$ cat src/rtl/fft_modulus_reader_if.sv
// ---------------------------------------------------------------------------
// fft_modulus_reader_if
// Bundles the FIFO read port and the outgoing sample stream of the FFT
// modulus reader.
//
// Signals:
//   fifo_rd_en     reader -> FIFO   read enable
//   fifo_rd_data   FIFO -> reader   read data, valid the cycle after rd_en
//   fifo_rd_empty  FIFO -> reader   empty flag
//   m_data         reader -> sink   stream data
//   m_valid        reader -> sink   stream valid
//   m_ready        sink -> reader   stream ready
//   m_last         reader -> sink   last sample of the frame
//   m_idx          reader -> sink   bin index of m_data
//
// Modports: master = the reader, slave = the FIFO/sink side.
// ---------------------------------------------------------------------------
interface fft_modulus_reader_if #(
    parameter int DATA_WIDTH  = 8,
    parameter int DEPTH_WIDTH = 10
) ();
    logic                   fifo_rd_en;
    logic [DATA_WIDTH-1:0]  fifo_rd_data;
    logic                   fifo_rd_empty;
    logic [DATA_WIDTH-1:0]  m_data;
    logic                   m_valid;
    logic                   m_ready;
    logic                   m_last;
    logic [DEPTH_WIDTH-1:0] m_idx;

    modport master (
        output fifo_rd_en,
        input  fifo_rd_data,
        input  fifo_rd_empty,
        output m_data,
        output m_valid,
        input  m_ready,
        output m_last,
        output m_idx
    );

    modport slave (
        input  fifo_rd_en,
        output fifo_rd_data,
        output fifo_rd_empty,
        input  m_data,
        input  m_valid,
        output m_ready,
        input  m_last,
        input  m_idx
    );
endinterface

$ cat src/rtl/fft_modulus_reader.sv
// ---------------------------------------------------------------------------
// fft_modulus_reader
// Drains one frame of FRAME_LEN modulus samples from a synchronous FIFO with
// a 1-cycle read latency, absorbs that latency in a 2-entry skid buffer and
// presents the samples as a valid/ready stream with index and last marker.
// Optionally tracks the frame peak magnitude and its bin index.
//
// Optional feature macro: FFT_RD_PEAK_EN (peak tracking; peak outputs are
// tied to 0 when undefined).
//
// Ports:
//   clk       clock shared with the FIFO
//   tb_rst    asynchronous active-high reset
//   start     single-cycle pulse, starts a frame read when idle
//   bus       fft_modulus_reader_if.master (FIFO read port + stream)
//   busy      high from start acceptance until the done pulse
//   done      1-cycle pulse the cycle after the last beat is accepted
//   peak_val  largest sample of the last completed frame
//   peak_idx  bin index of peak_val (first occurrence on ties)
// ---------------------------------------------------------------------------
module fft_modulus_reader #(
    parameter int DATA_WIDTH  = 8,
    parameter int DEPTH_WIDTH = 10,
    parameter int FRAME_LEN   = 1024
) (
    input  logic                   clk,
    input  logic                   tb_rst,
    input  logic                   start,
    fft_modulus_reader_if.master   bus,
    output logic                   busy,
    output logic                   done,
    output logic [DATA_WIDTH-1:0]  peak_val,
    output logic [DEPTH_WIDTH-1:0] peak_idx
);
    typedef enum logic [1:0] {S_IDLE, S_READ, S_FLUSH, S_DONE} state_t;

    localparam logic [DEPTH_WIDTH:0]   LP_FRAME = (DEPTH_WIDTH+1)'(FRAME_LEN);
    localparam logic [DEPTH_WIDTH-1:0] LP_LAST  = DEPTH_WIDTH'(FRAME_LEN-1);

    state_t                 r_state, w_state_nxt;
    logic [DEPTH_WIDTH:0]   r_issued;
    logic                   r_inflight;
    logic [DATA_WIDTH-1:0]  r_buf [0:1];
    logic                   r_wr_ptr, r_rd_ptr;
    logic [1:0]             r_occ;
    logic [DEPTH_WIDTH-1:0] r_idx;

    logic                   w_valid, w_pop, w_push, w_last, w_rd_en, w_start_acc;
    logic [2:0]             w_level;
    logic [DATA_WIDTH-1:0]  w_head;

    assign w_start_acc = (r_state == S_IDLE) && start;
    assign w_valid     = (r_occ != 2'd0);
    assign w_head      = r_buf[r_rd_ptr];
    assign w_pop       = w_valid && bus.m_ready;
    // The word requested last cycle lands in the buffer this cycle.
    assign w_push      = r_inflight;
    assign w_last      = w_valid && (r_idx == LP_LAST);

    // Words held or already requested, after this cycle's pop. Issuing only
    // when this is below 2 guarantees the in-flight word always has a slot.
    assign w_level = {1'b0, r_occ} + {2'b00, r_inflight} - {2'b00, w_pop};
    assign w_rd_en = (r_state == S_READ) && !bus.fifo_rd_empty &&
                     (r_issued < LP_FRAME) && (w_level < 3'd2);

    assign bus.fifo_rd_en = w_rd_en;
    assign bus.m_valid    = w_valid;
    assign bus.m_data     = w_valid ? w_head : '0;
    assign bus.m_last     = w_last;
    assign bus.m_idx      = r_idx;
    assign busy           = (r_state == S_READ) || (r_state == S_FLUSH);
    assign done           = (r_state == S_DONE);

    always_comb begin
        w_state_nxt = r_state;
        case (r_state)
            S_IDLE:  if (start) w_state_nxt = S_READ;
            S_READ:  if (r_issued == LP_FRAME) w_state_nxt = S_FLUSH;
            // Accepting the last beat empties the pipe; done follows at once.
            S_FLUSH: if (w_pop && w_last && !r_inflight) w_state_nxt = S_DONE;
            S_DONE:  w_state_nxt = S_IDLE;
            default: w_state_nxt = S_IDLE;
        endcase
    end

    always_ff @(posedge clk or posedge tb_rst) begin
        if (tb_rst) begin
            r_state    <= S_IDLE;
            r_issued   <= '0;
            r_inflight <= 1'b0;
            r_occ      <= 2'd0;
            r_wr_ptr   <= 1'b0;
            r_rd_ptr   <= 1'b0;
            r_idx      <= '0;
        end else begin
            r_state    <= w_state_nxt;
            r_inflight <= w_rd_en;
            if (w_start_acc)
                r_issued <= '0;
            else if (w_rd_en)
                r_issued <= r_issued + (DEPTH_WIDTH+1)'(1);
            if (w_start_acc)
                r_idx <= '0;
            else if (w_pop)
                r_idx <= r_idx + DEPTH_WIDTH'(1);
            if (w_push)
                r_wr_ptr <= ~r_wr_ptr;
            if (w_pop)
                r_rd_ptr <= ~r_rd_ptr;
            r_occ <= r_occ + {1'b0, w_push} - {1'b0, w_pop};
        end
    end

    // Buffer storage needs no reset: m_data is gated by occupancy.
    always_ff @(posedge clk) begin
        if (w_push)
            r_buf[r_wr_ptr] <= bus.fifo_rd_data;
    end

`ifdef FFT_RD_PEAK_EN
    logic [DATA_WIDTH-1:0]  r_run_max, w_run_max_nxt, r_peak_val;
    logic [DEPTH_WIDTH-1:0] r_run_idx, w_run_idx_nxt, r_peak_idx;
    logic                   w_frame_end;

    assign w_frame_end = (r_state == S_FLUSH) && (w_state_nxt == S_DONE);

    // Strictly-greater update keeps the first occurrence on ties.
    always_comb begin
        w_run_max_nxt = r_run_max;
        w_run_idx_nxt = r_run_idx;
        if (w_pop && (w_head > r_run_max)) begin
            w_run_max_nxt = w_head;
            w_run_idx_nxt = r_idx;
        end
    end

    always_ff @(posedge clk or posedge tb_rst) begin
        if (tb_rst) begin
            r_run_max  <= '0;
            r_run_idx  <= '0;
            r_peak_val <= '0;
            r_peak_idx <= '0;
        end else begin
            if (w_start_acc) begin
                r_run_max <= '0;
                r_run_idx <= '0;
            end else begin
                r_run_max <= w_run_max_nxt;
                r_run_idx <= w_run_idx_nxt;
            end
            // Include the final beat so the result is visible during done.
            if (w_frame_end) begin
                r_peak_val <= w_run_max_nxt;
                r_peak_idx <= w_run_idx_nxt;
            end
        end
    end

    assign peak_val = r_peak_val;
    assign peak_idx = r_peak_idx;
`else
    assign peak_val = '0;
    assign peak_idx = '0;
`endif

endmodule

$ cat src/flat_wrapper.sv
// flat-port wrapper written by rule: the top's interface ports become plain ports
module fft_modulus_reader_flat 
#(
    parameter int DATA_WIDTH  = 8,
    parameter int DEPTH_WIDTH = 10,
    parameter int FRAME_LEN   = 1024
)
  (clk, tb_rst, start, busy, done, peak_val, peak_idx, bus_fifo_rd_en, bus_fifo_rd_data, bus_fifo_rd_empty, bus_m_data, bus_m_valid, bus_m_ready, bus_m_last, bus_m_idx);
  fft_modulus_reader_if #(.DATA_WIDTH(DATA_WIDTH), .DEPTH_WIDTH(DEPTH_WIDTH)) bus_i ();
  input  logic clk;
  input  logic tb_rst;
  input  logic start;
  output logic busy;
  output logic done;
  output logic [DATA_WIDTH-1:0] peak_val;
  output logic [DEPTH_WIDTH-1:0] peak_idx;
  output wire logic [$bits(bus_i.fifo_rd_en)-1:0] bus_fifo_rd_en;
  input wire logic [$bits(bus_i.fifo_rd_data)-1:0] bus_fifo_rd_data;
  input wire logic [$bits(bus_i.fifo_rd_empty)-1:0] bus_fifo_rd_empty;
  output wire logic [$bits(bus_i.m_data)-1:0] bus_m_data;
  output wire logic [$bits(bus_i.m_valid)-1:0] bus_m_valid;
  input wire logic [$bits(bus_i.m_ready)-1:0] bus_m_ready;
  output wire logic [$bits(bus_i.m_last)-1:0] bus_m_last;
  output wire logic [$bits(bus_i.m_idx)-1:0] bus_m_idx;
  assign bus_fifo_rd_en = bus_i.fifo_rd_en;
  assign bus_i.fifo_rd_data = bus_fifo_rd_data;
  assign bus_i.fifo_rd_empty = bus_fifo_rd_empty;
  assign bus_m_data = bus_i.m_data;
  assign bus_m_valid = bus_i.m_valid;
  assign bus_i.m_ready = bus_m_ready;
  assign bus_m_last = bus_i.m_last;
  assign bus_m_idx = bus_i.m_idx;
  fft_modulus_reader #(.DATA_WIDTH(DATA_WIDTH), .DEPTH_WIDTH(DEPTH_WIDTH), .FRAME_LEN(FRAME_LEN)) u_core (.clk(clk), .tb_rst(tb_rst), .start(start), .bus(bus_i), .busy(busy), .done(done), .peak_val(peak_val), .peak_idx(peak_idx));
endmodule
$ cat config.mk
export PLATFORM = sky130hd
export DESIGN_NAME = fft_modulus_reader_flat
export DESIGN_NICKNAME = d
export VERILOG_FILES = /design/src/rtl/fft_modulus_reader_if.sv /design/src/rtl/fft_modulus_reader.sv /design/src/flat_wrapper.sv
export SDC_FILE = /design/constraint.sdc
export NUM_CORES = 1
export LEC_CHECK = 0
export ABC_AREA = 1
export CORE_AREA = 2 2 67 101
export CTS_BUF_LIST = sky130_fd_sc_hd__clkbuf_8
export CTS_CLUSTER_DIAMETER = 100
export DETAILED_ROUTE_END_ITERATION = 10
export DIE_AREA = 0 0 69 103
export PLACE_DENSITY = 0.68
export SYNTH_ARGS = -nofsm -noshare
export SYNTH_HDL_FRONTEND = slang
export SYNTH_SLANG_ARGS = --single-unit
$ cat constraint.sdc
create_clock -name clk -period 2.95 [get_ports clk]
set_input_delay 0.7375 -clock clk [delete_from_list [all_inputs] [get_ports clk]]
set_output_delay 0.7375 -clock clk [all_outputs]
set_load 0.02 [all_outputs]
# [After elaboration in Yosys (flattened, before gate mapping)]
# Memory sizes are Yosys's and may differ from the RTL's.
# Cells that the tools add are included.
# Widths: inputs -> output; s select.
[op_classes] n_bitwise=2 muxes=11 add_sub_neg=6 reduce_logical=16 order_cmp=2 eq_ne=8
[ops] operator="$mux 11" count=2
[ops] operator="$mux 10" count=2
[ops] operator="$add 11x1->11 const B" count=1
[ops] operator="$eq 11x11->1 const B" count=1
[ops] operator="$lt 11x11->1 const B" count=1
[ops] operator="$add 10x1->10 const B" count=1
[ops] operator="$eq 10x10->1 const B" count=1
[ops] operator="$logic_and 1x1->1" count=8
[ops] operator="$mux 8" count=1
[ops] operator="$pmux 2 s4" count=1
[ops] operator="$mux 2" count=3
[ops] operator="$ne 2x2->1 const B" count=3
[ops] operator="$reduce_bool 2->1" count=3
[ops] operator="$eq 2x2->1 const B" count=2
[ops] operator="$add 2x1->3" count=1
[ops] operator="$lt 3x2->1 const B" count=1
[ops] operator="$reduce_and 3->1" count=1
[ops] operator="$sub 3x1->3" count=1
[ops] operator="$add 2x1->2" count=1
[ops] operator="$eq 2x1->1 const B" count=1
[ops] operator="$logic_not 1->1" count=2
[ops] operator="$logic_not 2->1" count=1
[ops] operator="$mux 1" count=2
[ops] operator="$not 1->1" count=2
[ops] operator="other kinds (2)" count=2
[totals] wordCells=53 inputBits=13 n_memories=1 mem_bits_rw=16 ff_bits=28
[memory_table] memory="u_core.r_buf" depth=2 word_bits=8 rd=1 rd_clocked_by_memory_dff=0 write_ports=1 line_no="fft_modulus_reader.sv:43" text="logic [DATA_WIDTH-1:0] r_buf [0:1];"

# [Longest topological paths before layout]
# Gate-level depths: netlist of run 1.
[logic_depth] word_depth=7 ltp_mapped=17 depth_no_buf=16

# [Least setup slack after synthesis of run 1]
# OpenSTA, ideal clock, no wires.
[synth_path] path_kind="in2out" startpoint="input bus_m_ready" endpoint="output bus_fifo_rd_en" stages=10 path_slack_ns=-0.222 n_path_buf=1 arrival_time_ns=2.434 t_required_ns=2.213 cell_sequence="nand2_2 buf_6 inv_1 ha_1 inv_1 ha_1 fa_1 nor2_1 nand3_1 nor2_4"
[synth_between] elab_chain_cells=4
[synth_rtl] item="start: declaration" line_no="flat_wrapper.sv:22" text="input wire logic [$bits(bus_i.m_ready)-1:0] bus_m_ready;"
[synth_rtl] item="$logic_and 1x1->1" line_no="fft_modulus_reader.sv:55" text="assign w_pop = w_valid && bus.m_ready;"
[synth_rtl] item="via u_core.w_pop" line_no="fft_modulus_reader.sv:48" text="logic w_valid, w_pop, w_push, w_last, w_rd_en, w_start_acc;"
[synth_rtl] item="$sub 3x1->3" line_no="fft_modulus_reader.sv:62" text="assign w_level = {1'b0, r_occ} + {2'b00, r_inflight} - {2'b00, w_pop};"
[synth_rtl] item="via u_core.w_level[1]" line_no="fft_modulus_reader.sv:49" text="logic [2:0] w_level;"
[synth_rtl] item="$lt 3x2->1" line_no="fft_modulus_reader.sv:64" text="(r_issued < LP_FRAME) && (w_level < 3'd2);"
[synth_rtl] item="$logic_and 1x1->1" line_no="fft_modulus_reader.sv:64"
[synth_rtl] item="end: declaration" line_no="flat_wrapper.sv:17" text="output wire logic [$bits(bus_i.fifo_rd_en)-1:0] bus_fifo_rd_en;"
# The timed path passes the listed nets, and every way through them passes these cells.

# [Worst setup path after layout of run 1]
[layout_path] startpoint="register u_core.r_occ[0]" endpoint="output bus_fifo_rd_en"
[layout_between] elab_chain_cells=5
[layout_rtl] item="start: declaration" line_no="fft_modulus_reader.sv:45" text="logic [1:0] r_occ;"
[layout_rtl] item="start signal: assignment" line_no="fft_modulus_reader.sv:110" text="r_occ <= r_occ + {1'b0, w_push} - {1'b0, w_pop};"
[layout_rtl] item="$reduce_bool 2->1" line_no="fft_modulus_reader.sv:53" text="assign w_valid = (r_occ != 2'd0);"
[layout_rtl] item="$logic_and 1x1->1" line_no="fft_modulus_reader.sv:55"
[layout_rtl] item="via u_core.w_pop" line_no="fft_modulus_reader.sv:48"
[layout_rtl] item="$sub 3x1->3" line_no="fft_modulus_reader.sv:62"
[layout_rtl] item="via u_core.w_level[1]" line_no="fft_modulus_reader.sv:49"
[layout_rtl] item="$lt 3x2->1" line_no="fft_modulus_reader.sv:64"
[layout_rtl] item="$logic_and 1x1->1" line_no="fft_modulus_reader.sv:64"
# The timed path passes the listed nets, and every way through them passes these cells.

==> run_results.csv, run 1 <==
group,metric,value,unit
clocking,cts_tree,"done",
synthesis,yosys.cell_count.top_type,"nand2_1",
synthesis,synth_top_area_share,29.0,%
grt,grt_max_degree,29,
synthesis,yosys.area.top_type,"dfrtp_1",
power_and_ir_drop,p_leak,1.36,nW
die,io_pins,54,
routing,routed_wl,5070,um
synthesis,ys_ff_latch,44,
place,port_buffers,35,
sta,final-setup-viol-count,1,
power_and_ir_drop,p_int,0.00147,W
grt,grt_pass1_vias,1759,
clocking,h-tree-depth,2,
power_and_ir_drop,p_seq_share,34.5,%
critical_path,reg2regPathDepth,17,
critical_path,cp.arrival,2.30,ns
clocking,insertion_delay,0.30,ns
synthesis,yosys_warnings,0,
power_and_ir_drop,clock_power_share,19.0,%
die,die_y,103,um
power_and_ir_drop,power_density,799,nW/um^2
final_layout,area_growth,25.0,%
synthesis,ys_types,32,
power_and_ir_drop,peakVddDrop,0.380,mV
routing,antenna_left,0,
grt,grtUsageTotal,14.6,%
sta,maxSlewViolCount,0,
die,initial_core_util,38.4,%
synthesis,synth_area_per_cell,8.86,sq um
synthesis,async_flop_share,63.6,%
place,dp_cells,391,
synthesis,synthTopCellsByCount,"nand2_1, dfrtp_1, inv_1, nor2_1, nand3_1",
grt,grt_pass1_wl,8220,um
clocking,clk_path_buf_depth,2,
run,cap_violations,0,
final_layout,drive_gt1_share,12.3,%
sta,final.setup.worst_slack,-0.0918,ns
hold_path,worstHoldEndpoint,"u_core.r_wr_ptr",
critical_path,crit_fanout,2,
synthesis,yosysSeqAreaShare,48.8,%
synthesis,synth-main-ff-cell,"dfrtp_1",
hold_path,holdCritPathClass,"reg2reg",
synthesis,synth_enable_flop_cells,16,
place,place_hpwl,3820,um
clocking,cts_buffers,5,
synthesis,synthTopCellsByArea,"dfrtp_1, edfxtp_1, nand2_1",
clocking,cts.sinks,44,
die,fp-row-count,36,
final_layout,final_core_util,48.0,%
sta,skew,0.00621,ns
power_and_ir_drop,pwr-share-comb,46.5,%
routing,detail_route.first_pass.iterations,4,
sta,grt_setup_unrepaired,"true",
critical_path,crit_path_end_kind,"primary output",
hold_path,min_path_cells,1,
clocking,clk_pin_slew,0.09,ns
final_layout,fin_cells,400,
final_layout,num_antenna_cells,0,
clocking,postCtsHoldBufs,0,
hold_path,hp-start,"u_core.r_wr_ptr",
sta,tightest_slew,0.685,ns
sta,fmax,329,MHz
sta,finalHoldViolCount,0,
sta,period_share,103,%
grt,antenna_found_initial,0,
critical_path,crit_required,2.21,ns
clocking,root_buffer,"clkbuf_8",
synthesis,syn_area,2420,sq um
synthesis,synth_cells,273,
sta,max_slew_margin,54.1,%
grt,overflow,0,
outcome,violations,"setup timing",
die,fp.dieArea,7110,sq um
final_layout,fin_nets,347,
critical_path,start_kind,"register",
die,core_area,6310,sq um
routing,drtIter0Drc,111,
routing,drc_errors,0,
place,gp_congestion,0.828,
power_and_ir_drop,power.net_switching,0.000951,W
critical_path,worstSetupPathType,"reg2out",
power_and_ir_drop,p_sw_share,39.3,%
critical_path,rr_endpoint,"u_core.r_issued[4]",
outcome,outcome,"finished with violations",
routing,wl_per_cell,12.7,um
critical_path,worstReg2RegStart,"u_core.r_occ[0]",
die,fp.dieW,69,um
routing,vias_per_cell,4.74,
sta,fin_crit,3.04,ns
routing,vias,1894,
critical_path,r2r_setup_slack,0.39,ns
## worst max path at each step
| stage | cells after the start | from | to | slack, ns |
|---|---|---|---|---|
| detailed placement | 11 | bus_m_ready | bus_fifo_rd_en | -1.01 |
| finish | 12 | u_core.r_occ[0] | bus_fifo_rd_en | -0.09 |
| CTS | 12 | u_core.r_occ[1] | bus_fifo_rd_en | -0.12 |
| global placement | 11 | bus_m_ready | bus_fifo_rd_en | -0.97 |
| global route | 12 | u_core.r_occ[1] | bus_fifo_rd_en | -0.26 |
| floorplan | 10 | bus_m_ready | bus_fifo_rd_en | -0.13 |
## registers in the layout, summed over array words and instances (netlist names)
name	cells
u_core.bus.m_idx	10
u_core.r_buf	16
u_core.r_inflight	1
u_core.r_issued	11
u_core.r_occ	2
u_core.r_rd_ptr	1
u_core.r_state	2
u_core.r_wr_ptr	1
## repair_timing
item                       in CTS  in global routing
setup endpoints to repair       4                  2
buffers inserted                1                  0
gates resized for setup        12                  1
pin swaps                       3                  2
## critical path: stages, from the launching register on
cell and delay, ns:
dfrtp_1 0.39, inv_1 0.09, nand2_4 0.08, nand2_8 0.07, inv_6 0.03, ha_4 0.25, inv_2 0.04, ha_4 0.14
fa_1 0.45, nor2_1 0.11, nand3_1 0.12, nor2_4 0.12, buf_6 0.12
## routing by layer
layer  track usage [%]  part of all wire, %
met4              4.52                 0.85
met1              16.8                   42
met2              27.4                   53
met3              2.83                  4.2
met5                 0                    0
## per-stage QoR
stage / setup TNS (ns) / setup WS [ns] / hold WS, ns / cell area [sq um] / total power, W
5_1_grt: -0.260 / -0.260 / 0.524 / 3030 / 0.00259
2_1_floorplan: -0.125 / -0.125 / 0.463 / 2530 / 0.00155
4_1_cts: -0.119 / -0.119 / 0.504 / 3020 / 0.00244
3_3_place_gp: -3.54 / -0.968 / 0.478 / 2900 / 0.00195
3_5_place_dp: -4.24 / -1.01 / 0.488 / 2900 / 0.00197
6_report: -0.0918 / -0.0918 / 0.500 / 3030 / 0.00242
## cell usage in the layout, fill, tap and decap left out, types with 3 or more instances in the layout
cell	count
clkbuf_8	5
nand2_1	61
ha_1	8
edfxtp_1	16
nor3_1	6
inv_1	23
dfrtp_1	28
buf_4	13
conb_1	18
nand3_1	19
xor2_1	5
o31ai_1	3
nand4_1	9
inv_2	5
a21oi_1	16
o21ai_0	9
clkdlybuf4s50_1	32
nor2_1	20
## power by group through the flow
stage          Clock, W  Combinational (W)  Sequential [W]
2_1_floorplan         0           0.000708        0.000839
3_3_place_gp          0            0.00110        0.000844
3_5_place_dp          0            0.00113        0.000844
4_1_cts        0.000471            0.00114        0.000834
6_report       0.000459            0.00112        0.000833
5_1_grt        0.000493            0.00125        0.000845
## layout make-up
| cell class | instances | area [sq um] |
|---|---|---|
| Multi-Input combinational cell | 194 | 1070 |
| Clock buffer | 5 | 68.8 |
| Sequential cell | 44 | 1180 |
| Clock inverter | 3 | 42.5 |
| Inverter | 30 | 118 |
| Tap cell | 76 | 95.1 |
| Fill cell | 590 | 3280 |
| Timing Repair Buffer | 48 | 453 |
## kinds of logic (layout without fill, tap and decap cells)
| logic type | Yosys count | after routing | synth area share (%) |
|---|---|---|---|
| other | 1 | 18 | 0.155 |
| buffers and inverters | 52 | 86 | 11.3 |
| flip-flops | 44 | 44 | 48.8 |
| XOR/XNOR | 7 | 7 | 2.53 |
| adder cells (fa/ha/maj) | 11 | 11 | 6.00 |
| AO/OA/AOI/OAI | 32 | 32 | 7.65 |
| AND/OR/NAND/NOR | 126 | 126 | 23.5 |
Note: power is estimated with default switching activity, not from simulation.
==> inputs of run 2 (changes only) <==
--- a/config.mk
+++ b/config.mk
@@ -13,3 +13,3 @@
 export DIE_AREA = 0 0 69 103
-export PLACE_DENSITY = 0.68
+export PLACE_DENSITY = 0.65
 export SYNTH_ARGS = -nofsm -noshare
==> constraint.sdc (replaced) <==
create_clock -name clk -period 3 [get_ports clk]
set_input_delay 0.6 -clock clk [delete_from_list [all_inputs] [get_ports clk]]
set_output_delay 0.6 -clock clk [all_outputs]
set_load 0.02 [all_outputs]
==> run 2 against run 1 <==
The run now ends clean; sequential cell count did not move; sequential share of layout area rose by 0.62 points; final cell count unchanged; global-route usage decreased by 0.88 points; total power fell by 6.7%; worst setup slack better by 0.16 ns; cell area down 1.6%; sequential power fell by 2%; critical path type unchanged; largest cell class unchanged.
==> run_results.csv, run 2 (same netlist as run 1, synthesis figures left out) <==
group,metric,value,unit
outcome,outcome,"completed",
sta,fin_crit,2.93,ns
critical_path,cp.arrival,2.33,ns
critical_path,crit_fanout,2,
grt,grt_pass1_vias,1782,
critical_path,worstReg2RegStart,"u_core.r_occ[1]",
critical_path,crit_path_end_kind,"primary output",
place,port_buffers,35,
sta,skew,0.00890,ns
power_and_ir_drop,p_leak,1.33,nW
sta,maxSlewViolCount,0,
clocking,insertion_delay,0.29,ns
final_layout,fin_nets,347,
final_layout,area_growth,23.1,%
place,dpl-instance-area,2850,sq um
hold_path,holdCritPathClass,"reg2reg",
critical_path,crit_family,"adder cells",
die,fp.dieW,69,um
run,cap_violations,0,
sta,max_slew_margin,56.4,%
routing,drc_errors,0,
critical_path,crit_required,2.40,ns
sta,fmax,341,MHz
clocking,cts.sinks,44,
routing,antenna_left,0,
die,core_area,6310,sq um
critical_path,crit_buf_inv,4,
final_layout,drive_gt1_share,12.3,%
final_layout,largest_reg_flops,16,
critical_path,slowest_stage,"fa_1",
die,initial_core_util,38.4,%
grt,grtUsageTotal,13.7,%
critical_path,reg2regPathDepth,15,
sta,period_share,97.6,%
clocking,cts_buffers,5,
critical_path,start_kind,"register",
grt,overflow,0,
final_layout,num_antenna_cells,0,
place,place_hpwl,3590,um
hold_path,min_path_cells,1,
die,fp-row-count,36,
final_layout,mostFrequentLayoutCells,"nand2_1, clkdlybuf4s50_1, dfrtp_1",
routing,wl_per_cell,11.7,um
clocking,cts_tree,"done",
final_layout,top_register,"u_core.r_buf",
clocking,root_buffer,"clkbuf_8",
power_and_ir_drop,power_density,758,nW/um^2
sta,grt_setup_unrepaired,"true",
power_and_ir_drop,peakVddDrop,0.462,mV
final_layout,postLayoutCellArea,2980,sq um
critical_path,crit_chain,"inv_2 > nand2_4 > nand2_4 > inv_4 > ha_4 > inv_4 > ha_4 > fa_1 > nor2_1 > nand3_1 > nor2_4 > buf_6",
clocking,clk_pin_slew,0.07,ns
final_layout,layout_commonest_cell,"nand2_1",
sta,hold_ws,0.503,ns
grt,grt_max_degree,29,
sta,tightest_slew,0.652,ns
routing,drtIter0Drc,73,
die,die_y,103,um
critical_path,rr_endpoint,"u_core.r_issued[4]",
grt,grt_pass1_wl,7820,um
place,pre_cts_slack,-0.681,ns
grt,antenna_found_initial,0,
die,io_pins,54,
sta,final.setup.worst_slack,0.0707,ns
sta,final-setup-viol-count,0,
die,fp.dieArea,7110,sq um
routing,vias,1880,
critical_path,worstSetupPathType,"reg2out",
critical_path,critical_path.max_stage_delay,0.46,ns
clocking,postCtsHoldBufs,0,
hold_path,hp-start,"u_core.r_wr_ptr",
critical_path,r2r_setup_slack,0.44,ns
routing,routed_wl,4690,um
place,gp_congestion,0.870,
final_layout,fill_cells,631,
clocking,clk_path_buf_depth,2,
routing,detail_route.first_pass.iterations,4,
hold_path,worstHoldEndpoint,"u_core.r_wr_ptr",
routing,vias_per_cell,4.70,
sta,finalHoldViolCount,0,
clocking,h-tree-depth,2,
-- run 2: metrics by stage --
step,TNS (ns),power [W],cells,util [%]
5_1_grt,-0.0365,0.00243,400,47.2
6_report,0,0.00226,400,47.2
2_1_floorplan,0,0.00148,290,-
3_3_place_gp,-1.20,0.00186,390,45.2
3_5_place_dp,-1.53,0.00188,390,45.2
4_1_cts,0,0.00223,398,46.5
-- run 2: cell type report --
class	instances	area, sq um	area share (%)
Sequential cell	44	1180	39.7
Multi-Input combinational cell	194	1060	35.5
Timing Repair Buffer	48	444	14.9
Inverter	30	118	3.95
Tap cell	76	95.1	3.19
Clock buffer	5	68.8	2.31
Clock inverter	3	12.5	0.420
-- run 2: repair_timing --
item / in CTS / in global routing
setup buffers: 0 / 2
pin swaps: 4 / 7
setup endpoints to repair: 1 / 1
resized for setup: 10 / 8
-- run 2: worst max-delay path by stage --
stage / from / end / cells past startpoint
global placement: bus_m_ready / bus_fifo_rd_en / 11
detailed placement: bus_m_ready / bus_fifo_rd_en / 11
floorplan: bus_m_ready / bus_fifo_rd_en / 10
finish: u_core.r_occ[1] / bus_fifo_rd_en / 12
CTS: u_core.r_occ[1] / bus_fifo_rd_en / 12
global route: u_core.r_occ[1] / bus_fifo_rd_en / 12
-- run 2: layer usage --
| layer | vias to the layer above | GRT usage (%) | part of all wire, % | wire length, um |
|---|---|---|---|---|
| met5 | - | 0 | 0 | 0 |
| met4 | 0 | 6.18 | 1.8 | 86 |
| met3 | 8 | 2.54 | 4.5 | 209 |
| met2 | 52 | 26.7 | 54 | 2520 |
| met1 | 865 | 14.3 | 40 | 1870 |
| li1 | 955 | - | - | - |
-- run 2: power breakdown --
part           switching (W)  internal (W)  total, W
Clock               0.000179      0.000156  0.000335
Sequential         0.0000905      0.000723  0.000813
Combinational       0.000632      0.000475   0.00111
Total               0.000901       0.00135   0.00226
-- run 2: worst register-to-register path: stages, from the launching register on --
cell,delay [ns]
dfrtp_1,0.40
inv_2,0.09
nand2_4,0.06
nand2_4,0.06
inv_4,0.04
ha_4,0.26
inv_4,0.03
ha_4,0.14
fa_1,0.46
nor2_1,0.10
nand3_1,0.11
nor2_4,0.16
buf_4,0.20
inv_2,0.05
buf_4,0.12
o31ai_1,0.19
==> inputs of run 3 (changes only) <==
GPL_ROUTABILITY_DRIVEN = 1   (was default)
==> results of run 3 <==
No change in the layout: final DEF, timing and power equal those of run 2.
==> RTL change 1: new RTL, settings of run 1 <==
`DEPTH_WIDTH` is set to 10 in 3 places; all go to 5.
--- a/src/rtl/fft_modulus_reader_if.sv
+++ b/src/rtl/fft_modulus_reader_if.sv
@@ -17,7 +17,7 @@
 // ---------------------------------------------------------------------------
 interface fft_modulus_reader_if #(
     parameter int DATA_WIDTH  = 8,
-    parameter int DEPTH_WIDTH = 10
+    parameter int DEPTH_WIDTH = 5
 ) ();
     logic                   fifo_rd_en;
     logic [DATA_WIDTH-1:0]  fifo_rd_data;
--- a/src/rtl/fft_modulus_reader.sv
+++ b/src/rtl/fft_modulus_reader.sv
@@ -20,7 +20,7 @@
 // ---------------------------------------------------------------------------
 module fft_modulus_reader #(
     parameter int DATA_WIDTH  = 8,
-    parameter int DEPTH_WIDTH = 10,
+    parameter int DEPTH_WIDTH = 5,
     parameter int FRAME_LEN   = 1024
 ) (
     input  logic                   clk,
--- a/src/flat_wrapper.sv
+++ b/src/flat_wrapper.sv
@@ -2,7 +2,7 @@
 module fft_modulus_reader_flat 
 #(
     parameter int DATA_WIDTH  = 8,
-    parameter int DEPTH_WIDTH = 10,
+    parameter int DEPTH_WIDTH = 5,
     parameter int FRAME_LEN   = 1024
 )
   (clk, tb_rst, start, busy, done, peak_val, peak_idx, bus_fifo_rd_en, bus_fifo_rd_data, bus_fifo_rd_empty, bus_m_data, bus_m_valid, bus_m_ready, bus_m_last, bus_m_idx);
Interface: changed (resized bus_m_idx and peak_idx); port bits go from 54 to 44. The function was not compared with the original's and may differ.
==> RTL change 1 against run 1 <==
Sequential cell count decreased by 35. Cell area decreased by 70%. Routed wire length is 72% lower. Clock skew is 0.0022 ns lower. Area after synthesis decreased by 70%. Sequential power down 73%. Total power fell by 67%. Critical path depth fell by 6. Critical endpoint is now bus_m_last. Worst setup slack better by 0.35 ns.
==> RTL change 1: results (changes against run 1) <==
{
  "placement": {
    "setup_slack_at_placement": {"value": 0.5040, "unit": "ns", "change": "+1.518 ns"},
    "place_area": {"value": 853.3, "unit": "µm²", "change": "-71%"},
    "placed_cells": {"value": 172, "change": "-56%"}
  },
  "finish": {
    "drive_gt1_share": {"value": 12.00, "unit": "%", "change": "-0.35 points"},
    "nNetsFinal": {"value": 121, "change": "-65%"},
    "fillCellCount": {"value": 721, "change": "+22%"},
    "largest_register_ff_count": {"value": 5, "change": "-11"}
  },
  "power": {
    "seq_power": {"value": 0.222, "unit": "mW", "change": "-73%"},
    "netSwitchingPower": {"value": 0.3612, "unit": "mW", "change": "-62%"},
    "leak_pwr": {"value": 0.4651, "unit": "nW", "change": "-66%"}
  },
  "synth": {
    "post_synth.cell_area_avg": {"value": 8.523, "unit": "µm²", "change": "-3.8%"},
    "synth_sequential_area_ratio": {"value": 31.09, "unit": "%", "change": "-18 points"},
    "synth.distinct_cells": {"value": 19, "change": "-41%"},
    "synth_most_common_cell": "buf_4",
    "synth_common_cells": "22 x buf_4, 12 x nand2_1, 9 x dfrtp_1, 9 x nand3_1"
  },
  "clock_tree": {
    "post_cts_setup_repair_bufs": {"value": 0, "change": "-1"},
    "numCtsBuffers": {"value": 3, "change": "-2"}
  },
  "worst_setup_path": {
    "timing.critical_path.max_delay_family": "buffers and inverters",
    "reg2reg_to": "u_core.r_state[0]$_DFFE_PP0P_"
  },
  "drt": {
    "initialDrtViolationCount": {"value": 9, "change": "-92%"},
    "dr_total_vias": {"value": 526, "change": "-72%"}
  },
  "worst_hold_path": {
    "hold_end": "u_core.r_occ[1]$_DFF_PP0_"
  },
  "outcome": {
    "run_status": "completed"
  },
  "grt": {
    "grt.met3_usage": {"value": 1.564, "unit": "%", "change": "-1.3 points"}
  },
  "timing": {
    "finalClockSkew": {"value": 0.003984, "unit": "ns", "change": "-0.002230 ns"}
  }
}
==> RTL change 1: cell types whose count changed after synthesis, sizes merged, moves of 16 or more <==
cell | before | now
a21oi | 17 | 1
dfrtp | 28 | 9
edfxtp | 16 | 0
inv | 29 | 9
nand2 | 66 | 16
nor2 | 22 | 3
==> RTL change 1: kinds of logic after synthesis <==
family | share of synthesized area, %
xor gates and xnor gates | 2.418
other | 0.5176
AOI/OAI and AO/OA | 3.109
DFF | 31.09
adders and majority gates | 12.09
buffers and inverters | 29.02
and+or+nand+nor | 21.76
==> RTL change 1: area by class of cell <==
cell class / instances / area (µm²) / area share [%]
Inverter: 10 / 45.04 / 5.014
Tap cell: 76 / 95.09 / 10.58
Sequential cell: 9 / 225.2 / 25.07
Clock buffer: 3 / 41.29 / 4.596
Multi-Input combinational cell: 65 / 367.9 / 40.95
Clock inverter: 1 / 3.754 / 0.4178
Timing Repair Buffer: 12 / 120.1 / 13.37
==> RTL change 2: new RTL, config.mk and constraints of run 1 <==
Without the edit above. Re-encode `state_t` (4 states) as Gray code, 2 bits wide.
--- a/src/rtl/fft_modulus_reader.sv
+++ b/src/rtl/fft_modulus_reader.sv
@@ -32,7 +32,7 @@
     output logic [DATA_WIDTH-1:0]  peak_val,
     output logic [DEPTH_WIDTH-1:0] peak_idx
 );
-    typedef enum logic [1:0] {S_IDLE, S_READ, S_FLUSH, S_DONE} state_t;
+    typedef enum logic [1:0] {S_IDLE = 2'b00, S_READ = 2'b01, S_FLUSH = 2'b11, S_DONE = 2'b10} state_t;
 
     localparam logic [DEPTH_WIDTH:0]   LP_FRAME = (DEPTH_WIDTH+1)'(FRAME_LEN);
     localparam logic [DEPTH_WIDTH-1:0] LP_LAST  = DEPTH_WIDTH'(FRAME_LEN-1);
Check against the original RTL: same outputs for any inputs over 10 cycles, from zero or initial values and one cycle with tb_rst high; not proved beyond that.
==> RTL change 2 against run 1 <==
The flow still finishes with violations (negative setup slack). Sequential cell count unchanged. Count of clock-buffer cells in the layout unchanged. Die area unchanged. Routed wire length increased by 0.85%. Register-to-register slack improved by 0.10 ns. Maximum frequency decreased by 0.88%. Worst setup slack got worse by 0.027 ns. Sequential power increased by 18%. Total power increased by 18%. First-iteration DRC count increased by 11%. Combinational power increased by 27%. Cell area increased by 0.37%. Core utilization increased by 0.18 points. Area after synthesis increased by 0.98%.
==> RTL change 2: results (changes against run 1) <==
{
  "placement": {
    "setup_slack_at_placement": {"value": -1.090, "unit": "ns", "change": "-0.07556 ns"},
    "placed_cells": {"value": 399, "change": "+2.0%"},
    "post-dp-hpwl": {"value": 3900, "unit": "µm", "change": "+2.1%"}
  },
  "drt": {
    "drt_wl_total": {"value": 5109, "unit": "µm", "change": "+0.85%"},
    "dr_wl_met2": {"value": 2827, "unit": "µm", "change": "+5.3%"},
    "initialDrtViolationCount": {"value": 123, "change": "+11%"},
    "wirelength_met1": {"value": 1993, "unit": "µm", "change": "-6.2%"}
  },
  "synth": {
    "synth.distinct_cells": {"value": 31, "change": "-3.1%"},
    "synth_sequential_area_ratio": {"value": 48.34, "unit": "%", "change": "-0.47 points"},
    "post_synth.cell_area_avg": {"value": 8.544, "unit": "µm²", "change": "-3.6%"},
    "synth.area.top_cells": "dfrtp_1 29%, edfxtp_1 20%, nand2_1 10%, buf_4 5.5%, nand3_1 4.7%"
  },
  "grt": {
    "grt.met3_usage": {"value": 3.226, "unit": "%", "change": "+0.39 points"},
    "groute.usage.overall": {"value": 15.00, "unit": "%", "change": "+0.39 points"},
    "grt_first_pass_wirelength": {"value": 8597, "unit": "µm", "change": "+4.5%"},
    "met2_usage": {"value": 28.85, "unit": "%", "change": "+1.5 points"}
  },
  "timing": {
    "finalSetupViolations": {"value": 1, "change": "unchanged"},
    "final.setup.worst_slack": {"value": -0.1188, "unit": "ns", "change": "-0.02702 ns"},
    "slew-limit-headroom": {"value": 54.38, "unit": "%", "change": "+0.24 points"},
    "fin_tns_setup": {"value": -0.1188, "unit": "ns", "change": "-0.02702 ns"}
  },
  "worst_setup_path": {
    "crit_start": "bus_m_ready",
    "reg2regPathDepth": {"value": 14, "change": "-3"},
    "max_stage_delay": {"value": 0.47, "unit": "ns", "change": "+0.02 ns"},
    "regToRegStartpoint": "u_core.r_occ[1]$_DFF_PP0_"
  },
  "clock_tree": {
    "worst_setup_hold_path_clk_slew": {"value": 0.07, "unit": "ns", "change": "-0.02 ns"},
    "post_cts.resized_instances": {"value": 19, "change": "+7"}
  },
  "power": {
    "irDropWorstVdd": {"value": 479.8, "unit": "µV", "change": "+26%"}
  },
  "outcome": {
    "violations": "negative setup slack",
    "run_status": "complete, but fails checks"
  }
}
RTL change 2: changes by cell type after synthesis, sizes merged, moves of 4 or more:
cell | before | now
ha | 10 | 5
nor3 | 6 | 2
nand3 | 19 | 24
nor2 | 22 | 36
RTL change 2: cell families after synthesis:
group                      synth area share, %
xor gates and xnor gates                 1.434
and+or+nand+nor                          27.96
AOI/OAI and AO/OA                        6.810
buffers and inverters                    11.93
adders and majority gates                3.379
DFF                                      48.34
other                                   0.1535
RTL change 2: cell type report:
class,instances,area [µm²]
fill,628,3269
sequential,44,1181
multi-input combinational,202,1076
timing repair buffer,47,445.4
inverter,33,131.4
tap,76,95.09
clock buffer,5,68.82
clock inverter,3,38.79
RTL change 2: where the power goes:
group / total (mW) / leakage (nW) / switching (mW) / internal, mW
clock network: 0.443 / 0.0593 / 0.195 / 0.248
logic: 1.42 / 0.861 / 0.808 / 0.610
registers: 0.987 / 0.495 / 0.183 / 0.804
total: 2.85 / 1.41 / 1.19 / 1.66
